===== config.mk =====
export PLATFORM = sky130hd
export DESIGN_NAME = map_tile_renderer_flat
export DESIGN_NICKNAME = d
export VERILOG_FILES = /design/src/rtl/map_tile_renderer_if.sv /design/src/rtl/map_tile_renderer.sv /design/src/flat_wrapper.sv
export SDC_FILE = /design/constraint.sdc
export NUM_CORES = 1
export LEC_CHECK = 0
export CORE_ASPECT_RATIO = 0.6
export CORE_MARGIN = 5
export CORE_UTILIZATION = 45
export CTS_CLUSTER_SIZE = 20
export DETAILED_ROUTE_END_ITERATION = 6
export PLACE_DENSITY = 0.72
export SLEW_MARGIN = 40
export SYNTH_ARGS = -nofsm -noshare
export SYNTH_HDL_FRONTEND = slang
export SYNTH_SLANG_ARGS = --single-unit

===== constraint.sdc =====
create_clock -name clk -period 1.52 [get_ports clk]
set_clock_uncertainty 0.1 [all_clocks]
set_input_delay 0.456 -clock clk [delete_from_list [all_inputs] [get_ports clk]]
set_output_delay 0.456 -clock clk [all_outputs]
set_load 0.03 [all_outputs]

===== src/rtl/map_tile_renderer_if.sv =====
// Pixel request/response bundle for the maze-tile renderer.
// The master drives the pixel request and frame controls; the slave returns the coloured pixel.
interface map_tile_renderer_if #(
    parameter int TILE    = 8,
    parameter int COLOR_W = 4
);
    localparam int CW = $clog2(TILE);

    logic               frame_start;
    logic               flash_en;
    logic               in_valid;
    logic [CW-1:0]      sx;
    logic [CW-1:0]      sy;
    logic [3:0]         sprite_code;
    logic               out_valid;
    logic [COLOR_W-1:0] R;
    logic [COLOR_W-1:0] G;
    logic [COLOR_W-1:0] B;

    modport master (
        output frame_start, flash_en, in_valid, sx, sy, sprite_code,
        input  out_valid, R, G, B
    );

    modport slave (
        input  frame_start, flash_en, in_valid, sx, sy, sprite_code,
        output out_valid, R, G, B
    );
endinterface


===== src/rtl/map_tile_renderer.sv =====
// Two-stage maze-tile pixel generator: S1 classifies the tile geometry, S2 picks the colour.
// Power pellets blink on a frame counter; walls flash blue/white while flash_en is held.
module map_tile_renderer #(
    parameter int          TILE         = 8,
    parameter int          COLOR_W      = 4,
    parameter int          BLINK_FRAMES = 15,
    parameter int          FLASH_FRAMES = 12,
    parameter logic [11:0] PELLET_RGB   = 12'hFB9
) (
    input  logic                 clk,
    input  logic                 rst_n,
    map_tile_renderer_if.slave   bus
);
    localparam int CW = $clog2(TILE);
    localparam int BW = (BLINK_FRAMES > 2) ? $clog2(BLINK_FRAMES) : 1;
    localparam int FW = (FLASH_FRAMES > 2) ? $clog2(FLASH_FRAMES) : 1;
    localparam int PW = 3 * COLOR_W;

    localparam logic [CW-1:0] L_C   = CW'(TILE / 2 - 1);
    localparam logic [CW-1:0] LP1_C = CW'(TILE / 2);
    localparam logic [CW-1:0] LM1_C = CW'(TILE / 2 - 2);
    localparam logic [CW-1:0] H_C   = CW'(TILE / 2 + 1);
    localparam logic [CW-1:0] HP1_C = CW'(TILE / 2 + 2);
    localparam logic [CW-1:0] QLO_C = CW'(TILE / 4);
    localparam logic [CW-1:0] QHI_C = CW'(3 * TILE / 4 - 1);
    localparam logic [CW-1:0] ONE_C = CW'(1);
    localparam logic [CW-1:0] TM2_C = CW'(TILE - 2);

    localparam logic [BW-1:0] BLINK_LAST = BW'(BLINK_FRAMES - 1);
    localparam logic [FW-1:0] FLASH_LAST = FW'(FLASH_FRAMES - 1);

    // A nibble widens by repeating itself from the MSB down, so F stays full scale.
    function automatic logic [COLOR_W-1:0] scale_nibble(input logic [3:0] n);
        localparam int NREP = (COLOR_W + 3) / 4;
        logic [4*NREP-1:0] rep;
        rep = {NREP{n}};
        return rep[4*NREP-1 -: COLOR_W];
    endfunction

    localparam logic [COLOR_W-1:0] CMAX = '1;
    localparam logic [PW-1:0] WALL_BLUE  = {{(2*COLOR_W){1'b0}}, CMAX};
    localparam logic [PW-1:0] WALL_WHITE = {CMAX, CMAX, CMAX};
    localparam logic [PW-1:0] PELLET     = {scale_nibble(PELLET_RGB[11:8]),
                                            scale_nibble(PELLET_RGB[7:4]),
                                            scale_nibble(PELLET_RGB[3:0])};

    logic          v1_d, v1_q, hit1_d, hit1_q, blink1_d, blink1_q, white1_d, white1_q;
    logic [3:0]    code1_d, code1_q;
    logic          out_valid_d, out_valid_q;
    logic [PW-1:0] rgb_d, rgb_q;
    logic [BW-1:0] blink_cnt_d, blink_cnt_q;
    logic [FW-1:0] flash_cnt_d, flash_cnt_q;
    logic          blink_on_d, blink_on_q, flash_white_d, flash_white_q;

    logic [CW-1:0] x, y;
    assign x = bus.sx;
    assign y = bus.sy;

    // NOTE: every combinational output gets a default first so no path leaves it unassigned (no latch).
    always_comb begin
        hit1_d = 1'b0;
        case (bus.sprite_code)
            4'd1:  hit1_d = (y == H_C);
            4'd2:  hit1_d = (x == L_C);
            4'd3:  hit1_d = (y == L_C);
            4'd4:  hit1_d = (x == H_C);
            4'd5:  hit1_d = (y == H_C && x > HP1_C) || (x == H_C && y > HP1_C)
                            || (x == HP1_C && y == HP1_C);
            4'd6:  hit1_d = (y == H_C && x < LM1_C) || (x == L_C && y > HP1_C)
                            || (x == LM1_C && y == HP1_C);
            4'd7:  hit1_d = (y == L_C && x < LM1_C) || (x == L_C && y < LM1_C)
                            || (x == LM1_C && y == LM1_C);
            4'd0:  hit1_d = (y == L_C && x > HP1_C) || (x == H_C && y < LM1_C)
                            || (x == HP1_C && y == LM1_C);
            4'd9:  hit1_d = (x == L_C || x == LP1_C) && (y == L_C || y == LP1_C);
            4'd10: hit1_d = (x >= QLO_C && x <= QHI_C && y >= ONE_C && y <= TM2_C)
                            || (y >= QLO_C && y <= QHI_C && x >= ONE_C && x <= TM2_C);
            default: hit1_d = 1'b0;
        endcase
        v1_d     = bus.in_valid;
        code1_d  = bus.sprite_code;
        blink1_d = blink_on_q;
        white1_d = flash_white_q;
    end

    // Only codes 0-7, 9 and 10 can carry a hit, so anything past a wall is a pellet of some kind.
    always_comb begin
        rgb_d       = '0;
        out_valid_d = v1_q;
        if (v1_q && hit1_q) begin
            if (code1_q <= 4'd7)                  rgb_d = white1_q ? WALL_WHITE : WALL_BLUE;
            else if (code1_q == 4'd9 || blink1_q) rgb_d = PELLET;
        end
    end

    always_comb begin
        blink_cnt_d   = blink_cnt_q;
        blink_on_d    = blink_on_q;
        flash_cnt_d   = flash_cnt_q;
        flash_white_d = flash_white_q;
        if (bus.frame_start) begin
            if (blink_cnt_q == BLINK_LAST) begin
                blink_cnt_d = '0;
                blink_on_d  = ~blink_on_q;
            end else begin
                blink_cnt_d = blink_cnt_q + BW'(1);
            end
        end
        // Dropping flash_en beats a coincident frame_start.
        if (!bus.flash_en) begin
            flash_cnt_d   = '0;
            flash_white_d = 1'b0;
        end else if (bus.frame_start) begin
            if (flash_cnt_q == FLASH_LAST) begin
                flash_cnt_d   = '0;
                flash_white_d = ~flash_white_q;
            end else begin
                flash_cnt_d = flash_cnt_q + FW'(1);
            end
        end
    end

    // NOTE: state registers use non-blocking assignments so every flop samples pre-edge values.
    always_ff @(posedge clk or negedge rst_n) begin
        if (!rst_n) begin
            v1_q          <= 1'b0;
            hit1_q        <= 1'b0;
            blink1_q      <= 1'b0;
            white1_q      <= 1'b0;
            code1_q       <= '0;
            out_valid_q   <= 1'b0;
            rgb_q         <= '0;
            blink_cnt_q   <= '0;
            flash_cnt_q   <= '0;
            blink_on_q    <= 1'b1;
            flash_white_q <= 1'b0;
        end else begin
            v1_q          <= v1_d;
            hit1_q        <= hit1_d;
            blink1_q      <= blink1_d;
            white1_q      <= white1_d;
            code1_q       <= code1_d;
            out_valid_q   <= out_valid_d;
            rgb_q         <= rgb_d;
            blink_cnt_q   <= blink_cnt_d;
            flash_cnt_q   <= flash_cnt_d;
            blink_on_q    <= blink_on_d;
            flash_white_q <= flash_white_d;
        end
    end

    assign bus.out_valid = out_valid_q;
    assign bus.R         = rgb_q[3*COLOR_W-1 -: COLOR_W];
    assign bus.G         = rgb_q[2*COLOR_W-1 -: COLOR_W];
    assign bus.B         = rgb_q[COLOR_W-1:0];
endmodule


===== src/flat_wrapper.sv =====
// flat-port wrapper written by rule: the top's interface ports become plain ports
module map_tile_renderer_flat 
#(
    parameter int          TILE         = 8,
    parameter int          COLOR_W      = 4,
    parameter int          BLINK_FRAMES = 15,
    parameter int          FLASH_FRAMES = 12,
    parameter logic [11:0] PELLET_RGB   = 12'hFB9
)
  (clk, rst_n, bus_frame_start, bus_flash_en, bus_in_valid, bus_sx, bus_sy, bus_sprite_code, bus_out_valid, bus_R, bus_G, bus_B);
  map_tile_renderer_if #(.TILE(TILE), .COLOR_W(COLOR_W)) bus_i ();
  input  logic clk;
  input  logic rst_n;
  input wire logic [$bits(bus_i.frame_start)-1:0] bus_frame_start;
  input wire logic [$bits(bus_i.flash_en)-1:0] bus_flash_en;
  input wire logic [$bits(bus_i.in_valid)-1:0] bus_in_valid;
  input wire logic [$bits(bus_i.sx)-1:0] bus_sx;
  input wire logic [$bits(bus_i.sy)-1:0] bus_sy;
  input wire logic [$bits(bus_i.sprite_code)-1:0] bus_sprite_code;
  output wire logic [$bits(bus_i.out_valid)-1:0] bus_out_valid;
  output wire logic [$bits(bus_i.R)-1:0] bus_R;
  output wire logic [$bits(bus_i.G)-1:0] bus_G;
  output wire logic [$bits(bus_i.B)-1:0] bus_B;
  assign bus_i.frame_start = bus_frame_start;
  assign bus_i.flash_en = bus_flash_en;
  assign bus_i.in_valid = bus_in_valid;
  assign bus_i.sx = bus_sx;
  assign bus_i.sy = bus_sy;
  assign bus_i.sprite_code = bus_sprite_code;
  assign bus_out_valid = bus_i.out_valid;
  assign bus_R = bus_i.R;
  assign bus_G = bus_i.G;
  assign bus_B = bus_i.B;
  map_tile_renderer #(.TILE(TILE), .COLOR_W(COLOR_W), .BLINK_FRAMES(BLINK_FRAMES), .FLASH_FRAMES(FLASH_FRAMES), .PELLET_RGB(PELLET_RGB)) u_core (.clk(clk), .rst_n(rst_n), .bus(bus_i));
endmodule

==> metrics.txt, run 1 <==
# TYPE chip_impl_metric gauge
chip_impl_metric{name="area_delta_synth_final",unit="%"} 34.6
chip_impl_info{name="critPathLaunchType",value="input port"} 1
chip_impl_info{name="crit_path_to",value="u_core.hit1_q"} 1
chip_impl_metric{name="num_io_pins",unit=""} 28
chip_impl_metric{name="cp_max_fo",unit=""} 7
chip_impl_metric{name="insertion_delay",unit="ps"} 260
chip_impl_metric{name="drt.antenna.violating_nets",unit=""} 0
chip_impl_metric{name="antenna_found_initial",unit=""} 0
chip_impl_metric{name="mappedNetlistNets",unit=""} 152
chip_impl_metric{name="grt_start_max_net_pins",unit=""} 24
chip_impl_metric{name="min_clock_period_post_route",unit="ps"} 1540
chip_impl_metric{name="worstMarginPinSlew",unit="ps"} 354
chip_impl_metric{name="drt_first_pass_iters",unit=""} 4
chip_impl_metric{name="routed_length_per_instance",unit="um"} 14.2
chip_impl_metric{name="tritoncts.num_buffers",unit=""} 3
chip_impl_metric{name="gr-usage-all-layers",unit="%"} 16.4
chip_impl_metric{name="port_buffers",unit=""} 27
chip_impl_metric{name="timing.max_cap.violations",unit=""} 0
chip_impl_metric{name="final.setup.worst_slack",unit="ps"} -22.2
chip_impl_metric{name="synthCells",unit=""} 136
chip_impl_metric{name="met3_wirelength",unit="um"} 233
chip_impl_metric{name="drt_wl_total",unit="mm"} 3.06
chip_impl_info{name="tritoncts_clock_tree",value="yes"} 1
chip_impl_metric{name="fp.dieW",unit="um"} 79.9
chip_impl_info{name="yosys-top-cells-count",value="dfrtp_1 (22), nand2_1 (10), buf_4 (9), o21ai_0 (9)"} 1
chip_impl_info{name="maxUsedRoutingLayer",value="met3"} 1
chip_impl_metric{name="grt_first_pass_wirelength",unit="mm"} 5.18
chip_impl_metric{name="layout.core_utilization",unit="%"} 62.6
chip_impl_metric{name="synthDistinctLibCells",unit=""} 46
chip_impl_metric{name="ctsLongestPathBuffers",unit=""} 2
chip_impl_metric{name="floorplan.core_area",unit="um2"} 2830
chip_impl_metric{name="timing.slew.headroom",unit="%"} 76.1
chip_impl_metric{name="cts.repair_timing.setup_buffer_count",unit=""} 0
chip_impl_metric{name="num_vias",unit=""} 1148
chip_impl_info{name="cp-end-kind",value="flop"} 1
chip_impl_metric{name="synth-seq-cells",unit=""} 23
chip_impl_metric{name="drv_slew",unit=""} 0
chip_impl_metric{name="post_route_cells_drive_above_1_share",unit="%"} 33.9
chip_impl_metric{name="dp_hpwl",unit="mm"} 2.39
chip_impl_metric{name="postSynth.asyncResetShare",unit="%"} 100
chip_impl_info{name="worst_hold_path_type",value="flop to flop"} 1
chip_impl_metric{name="worst_r2r_path_depth",unit=""} 3
chip_impl_metric{name="cts.clk_slew.worst_paths",unit="ps"} 80
chip_impl_metric{name="multi_input_comb_area",unit="um2"} 671
chip_impl_info{name="synthDominantAreaCellType",value="dfrtp_1"} 1
chip_impl_info{name="reg2reg_from",value="u_core.flash_cnt_q[0]"} 1
chip_impl_metric{name="synth.cell_area",unit="um2"} 1320
chip_impl_metric{name="yosys_warnings",unit=""} 0
chip_impl_metric{name="avgSynthCellArea",unit="um2"} 9.69
chip_impl_metric{name="dpl-instance-area",unit="um2"} 1690
chip_impl_metric{name="power_density",unit="nW/um2"} 834
chip_impl_metric{name="slowest_delay",unit="ps"} 320
chip_impl_metric{name="clock_sink_count",unit=""} 23
chip_impl_metric{name="finalPower",unit="mW"} 1.48
chip_impl_metric{name="timing.critical_path.arrival",unit="ps"} 1560
chip_impl_info{name="postSynth.topFlopCell",value="dfrtp_1"} 1
chip_impl_metric{name="yosysSeqAreaShare",unit="%"} 43.8
chip_impl_metric{name="final_area",unit="um2"} 1770
chip_impl_metric{name="htree_num_levels",unit=""} 1
chip_impl_metric{name="drtIter0Drc",unit=""} 82
chip_impl_metric{name="r2r_setup_slack",unit="ps"} 230
chip_impl_metric{name="grt_overflow_total",unit=""} 0
chip_impl_metric{name="report.final.setup_viol",unit=""} 1
chip_impl_info{name="r2r_end",value="u_core.flash_cnt_q[0]"} 1
chip_impl_metric{name="finalNetCount",unit=""} 191
chip_impl_info{name="worstSetupStartpoint",value="bus_sprite_code[1]"} 1
chip_impl_info{name="synth.area.top_cells",value="dfrtp_1 (42%), buf_4 (5.1%), o21ai_0 (3.4%)"} 1
chip_impl_metric{name="timing.setup.tns",unit="ps"} -22.2
chip_impl_info{name="failed_checks",value="negative setup slack"} 1
chip_impl_metric{name="die_h",unit="um"} 51.9
chip_impl_metric{name="fillerInstances",unit=""} 224
chip_impl_metric{name="number_of_flops_mapped_to_enable_cells_by_yosys",unit=""} 0
chip_impl_metric{name="final_count_of_hold_timing_violations",unit=""} 0
chip_impl_info{name="status",value="finished, violations left"} 1
chip_impl_info{name="critPathSlowestCell",value="a311oi_1"} 1
chip_impl_metric{name="hold_depth",unit=""} 0
chip_impl_metric{name="count_of_inserted_antenna_diode_cells",unit=""} 0
chip_impl_metric{name="die_area",unit="um2"} 4150
chip_impl_metric{name="globalplace.congestion",unit=""} 0.966
chip_impl_metric{name="via_per_instance_ratio",unit=""} 5.31
chip_impl_info{name="path_class",value="input port to flop"} 1
chip_impl_metric{name="rows",unit=""} 15
chip_impl_info{name="clk_root_buffer_cell",value="clkbuf_8"} 1
chip_impl_metric{name="drt_drc_violations_left",unit=""} 0
chip_impl_info{name="top_count_cell_post_synth",value="dfrtp_1"} 1
chip_impl_metric{name="portion_of_synthesized_cell_area_occupied_by_the_leading_cell_type",unit="%"} 41.8
chip_impl_metric{name="timing.critical_path.required",unit="ps"} 1540
chip_impl_metric{name="period_share",unit="%"} 101
chip_impl_metric{name="first_global_vias",unit=""} 1093
chip_impl_metric{name="max_freq",unit="MHz"} 648
chip_impl_metric{name="wl_met2",unit="mm"} 1.28
chip_impl_metric{name="initial_utilization",unit="%"} 46.5
chip_impl_metric{name="power.leakage",unit="nW"} 0.824
chip_impl_metric{name="vdd.ir_drop.worst",unit="V"} 0.000497
chip_impl_metric{name="routed_metal_1_wire_length",unit="mm"} 1.54
chip_impl_info{name="timing.critical_path.cells",value="buf_4 > and3b_2 > a32oi_2 > nor4_2 > a311oi_1 > nand4_1"} 1
chip_impl_metric{name="seqCellArea",unit="um2"} 578
layout by cell type (no fill, tap or decap), drive strengths merged, types with 2 or more instances in the layout:
master / Yosys / routed
buf: 14 / 41
dfrtp: 22 / 22
nand2: 10 / 10
o21ai: 9 / 9
xor2: 5 / 5
nand3: 5 / 5
nor2b: 5 / 5
nand4: 5 / 5
nor3b: 5 / 5
clkbuf: 1 / 5
inv: 4 / 4
nor2: 4 / 4
a21oi: 4 / 4
a31oi: 3 / 3
and2: 3 / 3
clkdlybuf4s50: 0 / 3
and3b: 3 / 3
nor3: 2 / 2
o211ai: 2 / 2
and4b: 2 / 2
o22ai: 2 / 2
and2b: 2 / 2
nand2b: 2 / 2
nor4b: 2 / 2
repair_timing:
| item | CTS | global route |
|---|---|---|
| resized for setup | 39 | 26 |
| endpoints found under the setup margin | 1 | 11 |
| pin swaps | 8 | 7 |
| cloned | 0 | 0 |
| hold buffers | 0 | 0 |
worst max-delay path, delay by kind of cell:
kind | cells | cell delay (ps)
buffers and inverters | 1 | 150
AND/OR/NAND/NOR | 3 | 440
AO/OA/AOI/OAI | 2 | 510
routing by layer:
layer,global-route usage (%),up-vias
met2,23.1,44
met1,24.8,535
met3,5.36,0
met5,0,-
met4,2.53,0
li1,-,569
cell families (layout without fill, tap and decap cells):
logic type | count (synthesis) | in the layout | synth area share (%)
AO/OA/AOI/OAI | 30 | 30 | 15.0
AND/OR/NAND/NOR | 55 | 55 | 25.7
flip-flops | 23 | 23 | 43.8
multiplexers | 2 | 2 | 1.61
adder cells (fa/ha/maj) | 1 | 1 | 0.950
buffers and inverters | 19 | 57 | 8.93
XOR/XNOR | 6 | 6 | 3.99
worst min path at each step:
| stage | to | slack [ps] | start |
|---|---|---|---|
| 2_1_floorplan | u_core.blink1_q | 60 | rst_n |
| 3_3_place_gp | u_core.bus.out_valid | 270 | u_core.out_valid_d |
| 3_5_place_dp | u_core.bus.out_valid | 260 | u_core.out_valid_d |
| 4_1_cts | u_core.bus.out_valid | 290 | u_core.out_valid_d |
| 5_1_grt | u_core.bus.out_valid | 310 | u_core.out_valid_d |
| 6_report | u_core.bus.out_valid | 290 | u_core.out_valid_d |
report_power, final:
part,internal [mW],switching [mW],leakage (nW)
Sequential,0.703,0.0911,0.293
Clock,0.183,0.194,0.0255
Combinational,0.157,0.150,0.506
cell type report:
type                    instances  share of cell area [%]
clock buffers                   3                    2.33
clock inverters                 1                   0.282
inverters                       4                   0.847
multi-input cells              94                    37.8
flip-flops and latches         23                    32.6
well taps                      42                    2.96
repair buffers                 49                    23.1
per-stage QoR:
step	worst slack, ps	cells	hold WS (ps)
6_report	-22.2	216	287
5_1_grt	-83.5	216	310
4_1_cts	3.22	216	295
3_5_place_dp	-777	213	264
3_3_place_gp	-721	213	275
2_1_floorplan	5.73	136	60.4
flip-flops by register name, indices dropped and copies added, names as in the netlist:
| name | cells |
|---|---|
| u_core.blink_cnt_q | 4 |
| u_core.code1_q | 4 |
| u_core.flash_cnt_q | 4 |
| u_core.rgb_q | 4 |
| u_core.blink1_d | 1 |
| u_core.blink1_q | 1 |
| u_core.bus.out_valid | 1 |
| u_core.flash_white_q | 1 |
| u_core.hit1_q | 1 |
| u_core.out_valid_d | 1 |
| u_core.white1_q | 1 |
Note: power is estimated with default switching activity, not from simulation.
==> run 2: changes to the inputs <==
--- a/config.mk
+++ b/config.mk
@@ -8,6 +8,7 @@
 export CORE_ASPECT_RATIO = 0.6
 export CORE_MARGIN = 5
 export CORE_UTILIZATION = 45
+export CTS_CLUSTER_DIAMETER = 50
 export CTS_CLUSTER_SIZE = 20
 export DETAILED_ROUTE_END_ITERATION = 6
 export PLACE_DENSITY = 0.72
==> results of run 2 <==
Final layout, timing and power as in run 1 (identical DEF).
==> run 3: changes to the inputs <==
--- a/config.mk
+++ b/config.mk
@@ -12,6 +12,7 @@
 export CTS_CLUSTER_SIZE = 20
 export DETAILED_ROUTE_END_ITERATION = 6
 export PLACE_DENSITY = 0.72
+export SKIP_LAST_GASP = 1
 export SLEW_MARGIN = 40
 export SYNTH_ARGS = -nofsm -noshare
 export SYNTH_HDL_FRONTEND = slang
==> constraint.sdc (replaced) <==
create_clock -name clk -period 1.7 [get_ports clk]
set_clock_uncertainty 0.1 [all_clocks]
set_input_delay 0.51 -clock clk [delete_from_list [all_inputs] [get_ports clk]]
set_output_delay 0.51 -clock clk [all_outputs]
set_load 0.03 [all_outputs]
==> run 3 against run 2 <==
The run now ends clean. Sequential power fell by 11%. Critical path depth fell by 5. Clock power fell by 9.0%. Cell area rose by 2.0%. Non-clock buffer count rose by 4. Die area did not move.
==> metrics.txt, run 3 (synthesis gave the netlist of run 1 again) <==
# TYPE chip_impl_metric gauge
chip_impl_info{name="status",value="completed"} 1
chip_impl_metric{name="timing.max_cap.violations",unit=""} 0
chip_impl_metric{name="layout.core_utilization",unit="%"} 63.8
chip_impl_metric{name="final.setup.worst_slack",unit="ps"} 62.5
chip_impl_metric{name="initial_utilization",unit="%"} 46.5
chip_impl_metric{name="grt_overflow_total",unit=""} 0
chip_impl_metric{name="grt_start_max_net_pins",unit=""} 14
chip_impl_metric{name="floorplan.core_area",unit="um2"} 2830
chip_impl_metric{name="report.final.setup_viol",unit=""} 0
chip_impl_metric{name="place_worst_setup_slack",unit="ps"} -633
chip_impl_metric{name="power_density",unit="nW/um2"} 735
chip_impl_info{name="clk_root_buffer_cell",value="clkbuf_8"} 1
chip_impl_info{name="mostFrequentLayoutCells",value="buf_4 (30), dfrtp_1 (22), nand2_1 (10), o21ai_0 (6), dlymetal6s2s_1 (6)"} 1
chip_impl_metric{name="drt_drc_violations_left",unit=""} 0
chip_impl_metric{name="timing.slew.headroom",unit="%"} 72.1
chip_impl_metric{name="worstMarginPinSlew",unit="ps"} 412
chip_impl_info{name="layout_commonest_cell",value="buf_4"} 1
chip_impl_metric{name="rows",unit=""} 15
chip_impl_metric{name="timing.setup.tns",unit="ps"} 0
chip_impl_info{name="worst_hold_path_type",value="flop to flop"} 1
chip_impl_metric{name="drt.antenna.violating_nets",unit=""} 0
chip_impl_metric{name="post_route_cells_drive_above_1_share",unit="%"} 28.7
chip_impl_metric{name="htree_num_levels",unit=""} 1
chip_impl_metric{name="drtIter0Drc",unit=""} 73
chip_impl_metric{name="clock_sink_count",unit=""} 23
chip_impl_metric{name="cts.repair_timing.setup_buffer_count",unit=""} 0
chip_impl_metric{name="die_area",unit="um2"} 4150
chip_impl_metric{name="count_of_inserted_antenna_diode_cells",unit=""} 0
chip_impl_metric{name="tritoncts.num_buffers",unit=""} 3
chip_impl_metric{name="timing.critical_path.arrival",unit="ps"} 1030
chip_impl_info{name="path_class",value="flop to output port"} 1
chip_impl_metric{name="ctsLongestPathBuffers",unit=""} 2
chip_impl_info{name="cp-end-kind",value="output port"} 1
chip_impl_info{name="timing.critical_path.cells",value="dlygate4sd2_1"} 1
chip_impl_metric{name="fillerInstances",unit=""} 223
chip_impl_metric{name="insertion_delay",unit="ps"} 260
chip_impl_metric{name="drt_first_pass_iters",unit=""} 4
chip_impl_metric{name="ctsHoldBuffers",unit=""} 0
chip_impl_info{name="tritoncts_clock_tree",value="yes"} 1
chip_impl_metric{name="cts.clk_slew.worst_paths",unit="ps"} 80
chip_impl_metric{name="dp_hpwl",unit="mm"} 2.52
chip_impl_metric{name="first_global_vias",unit=""} 1084
chip_impl_metric{name="slowest_delay",unit="ps"} 400
chip_impl_info{name="critPathLaunchType",value="flop"} 1
chip_impl_metric{name="number_of_buffers_and_inverters_on_the_critical_path",unit=""} 1
chip_impl_metric{name="routed_length_per_instance",unit="um"} 14.8
chip_impl_metric{name="antenna_found_initial",unit=""} 0
chip_impl_info{name="setup_repair_after_global_routing_missed_its_margin",value="no"} 1
chip_impl_metric{name="finalNetCount",unit=""} 195
chip_impl_metric{name="num_io_pins",unit=""} 28
chip_impl_metric{name="num_vias",unit=""} 1199
chip_impl_metric{name="min_clock_period_post_route",unit="ps"} 1640
chip_impl_metric{name="power.leakage",unit="nW"} 0.884
chip_impl_metric{name="globalplace.congestion",unit=""} 0.854
chip_impl_metric{name="port_buffers",unit=""} 27
chip_impl_metric{name="vdd.ir_drop.worst",unit="V"} 0.000379
chip_impl_metric{name="drt_wl_total",unit="mm"} 3.25
chip_impl_metric{name="max_freq",unit="MHz"} 611
chip_impl_metric{name="timing.critical_path.required",unit="ps"} 1090
chip_impl_metric{name="finalPower",unit="mW"} 1.33
chip_impl_metric{name="die_h",unit="um"} 51.9
chip_impl_metric{name="drv_slew",unit=""} 0
chip_impl_metric{name="final_count_of_hold_timing_violations",unit=""} 0
chip_impl_metric{name="gr-usage-all-layers",unit="%"} 17.6
chip_impl_metric{name="grt_first_pass_wirelength",unit="mm"} 5.43
chip_impl_metric{name="via_per_instance_ratio",unit=""} 5.45
chip_impl_metric{name="fp.dieW",unit="um"} 79.9
chip_impl_metric{name="hold-worst-slack",unit="ps"} 300
chip_impl_metric{name="area_delta_synth_final",unit="%"} 37.2
chip_impl_metric{name="period_share",unit="%"} 96.3
chip_impl_metric{name="cp_max_fo",unit=""} 2
chip_impl_info{name="critPathSlowestCell",value="dlygate4sd2_1"} 1
chip_impl_info{name="cpLargestDelayFamily",value="buffers and inverters"} 1
[run 3: changes by cell type in the layout (fill, tap and decap cells not counted), moves of 2 or more]
cell,before,now
clkbuf_2,1,4
buf_4,34,30
dlygate4sd2_1,1,5
dlymetal6s2s_1,1,6
buf_6,5,3
[run 3: report_power, final]
group | switching (mW) | internal [mW]
clock | 0.178 | 0.164
sequential | 0.0798 | 0.628
combinational | 0.138 | 0.141
[run 3: worst paths after layout]
check / from / end / slack [ps] / cells past startpoint
max: u_core.rgb_q[3] / bus_B[0] / 60 / 1
min: u_core.out_valid_d / u_core.bus.out_valid / 300 / 0
max reg2reg: u_core.flash_cnt_q[0] / u_core.flash_cnt_q[0] / 390 / 3
min reg2reg: u_core.out_valid_d / u_core.bus.out_valid / 300 / 0
max in group asynchronous: rst_n / u_core.blink1_d / 630 / 2
min in group asynchronous: rst_n / u_core.flash_cnt_q[0] / 390 / 1
[run 3: metal layers]
layer | vias to the layer above | track usage, % | wire length, um
li1 | 574 | - | -
met1 | 570 | 24.9 | 1570
met2 | 51 | 26.9 | 1430
met3 | 4 | 3.29 | 204
met4 | 0 | 6.74 | 49
met5 | - | 0 | 0
[run 3: area by class of cell]
cell class | instances | area, um2 | share of cell area, %
Clock inverter | 1 | 5.00 | 0.277
Sequential cell | 23 | 577 | 31.9
Inverter | 4 | 15.0 | 0.830
Timing Repair Buffer | 53 | 448 | 24.8
Clock buffer | 3 | 41.3 | 2.28
Multi-Input combinational cell | 94 | 669 | 37.0
Tap cell | 42 | 52.6 | 2.91
[run 3: timing repair]
item | 4_1_cts | 5_1_grt
pin swaps | 1 | 2
endpoints found under the setup margin | 7 | 3
gates resized for setup | 12 | 28
[run 3: stage by stage]
stage | cell area (um2) | instances
floorplan | 1320 | 136
global placement | 1720 | 216
detailed placement | 1720 | 216
CTS | 1760 | 220
global route | 1810 | 220
finish | 1810 | 220
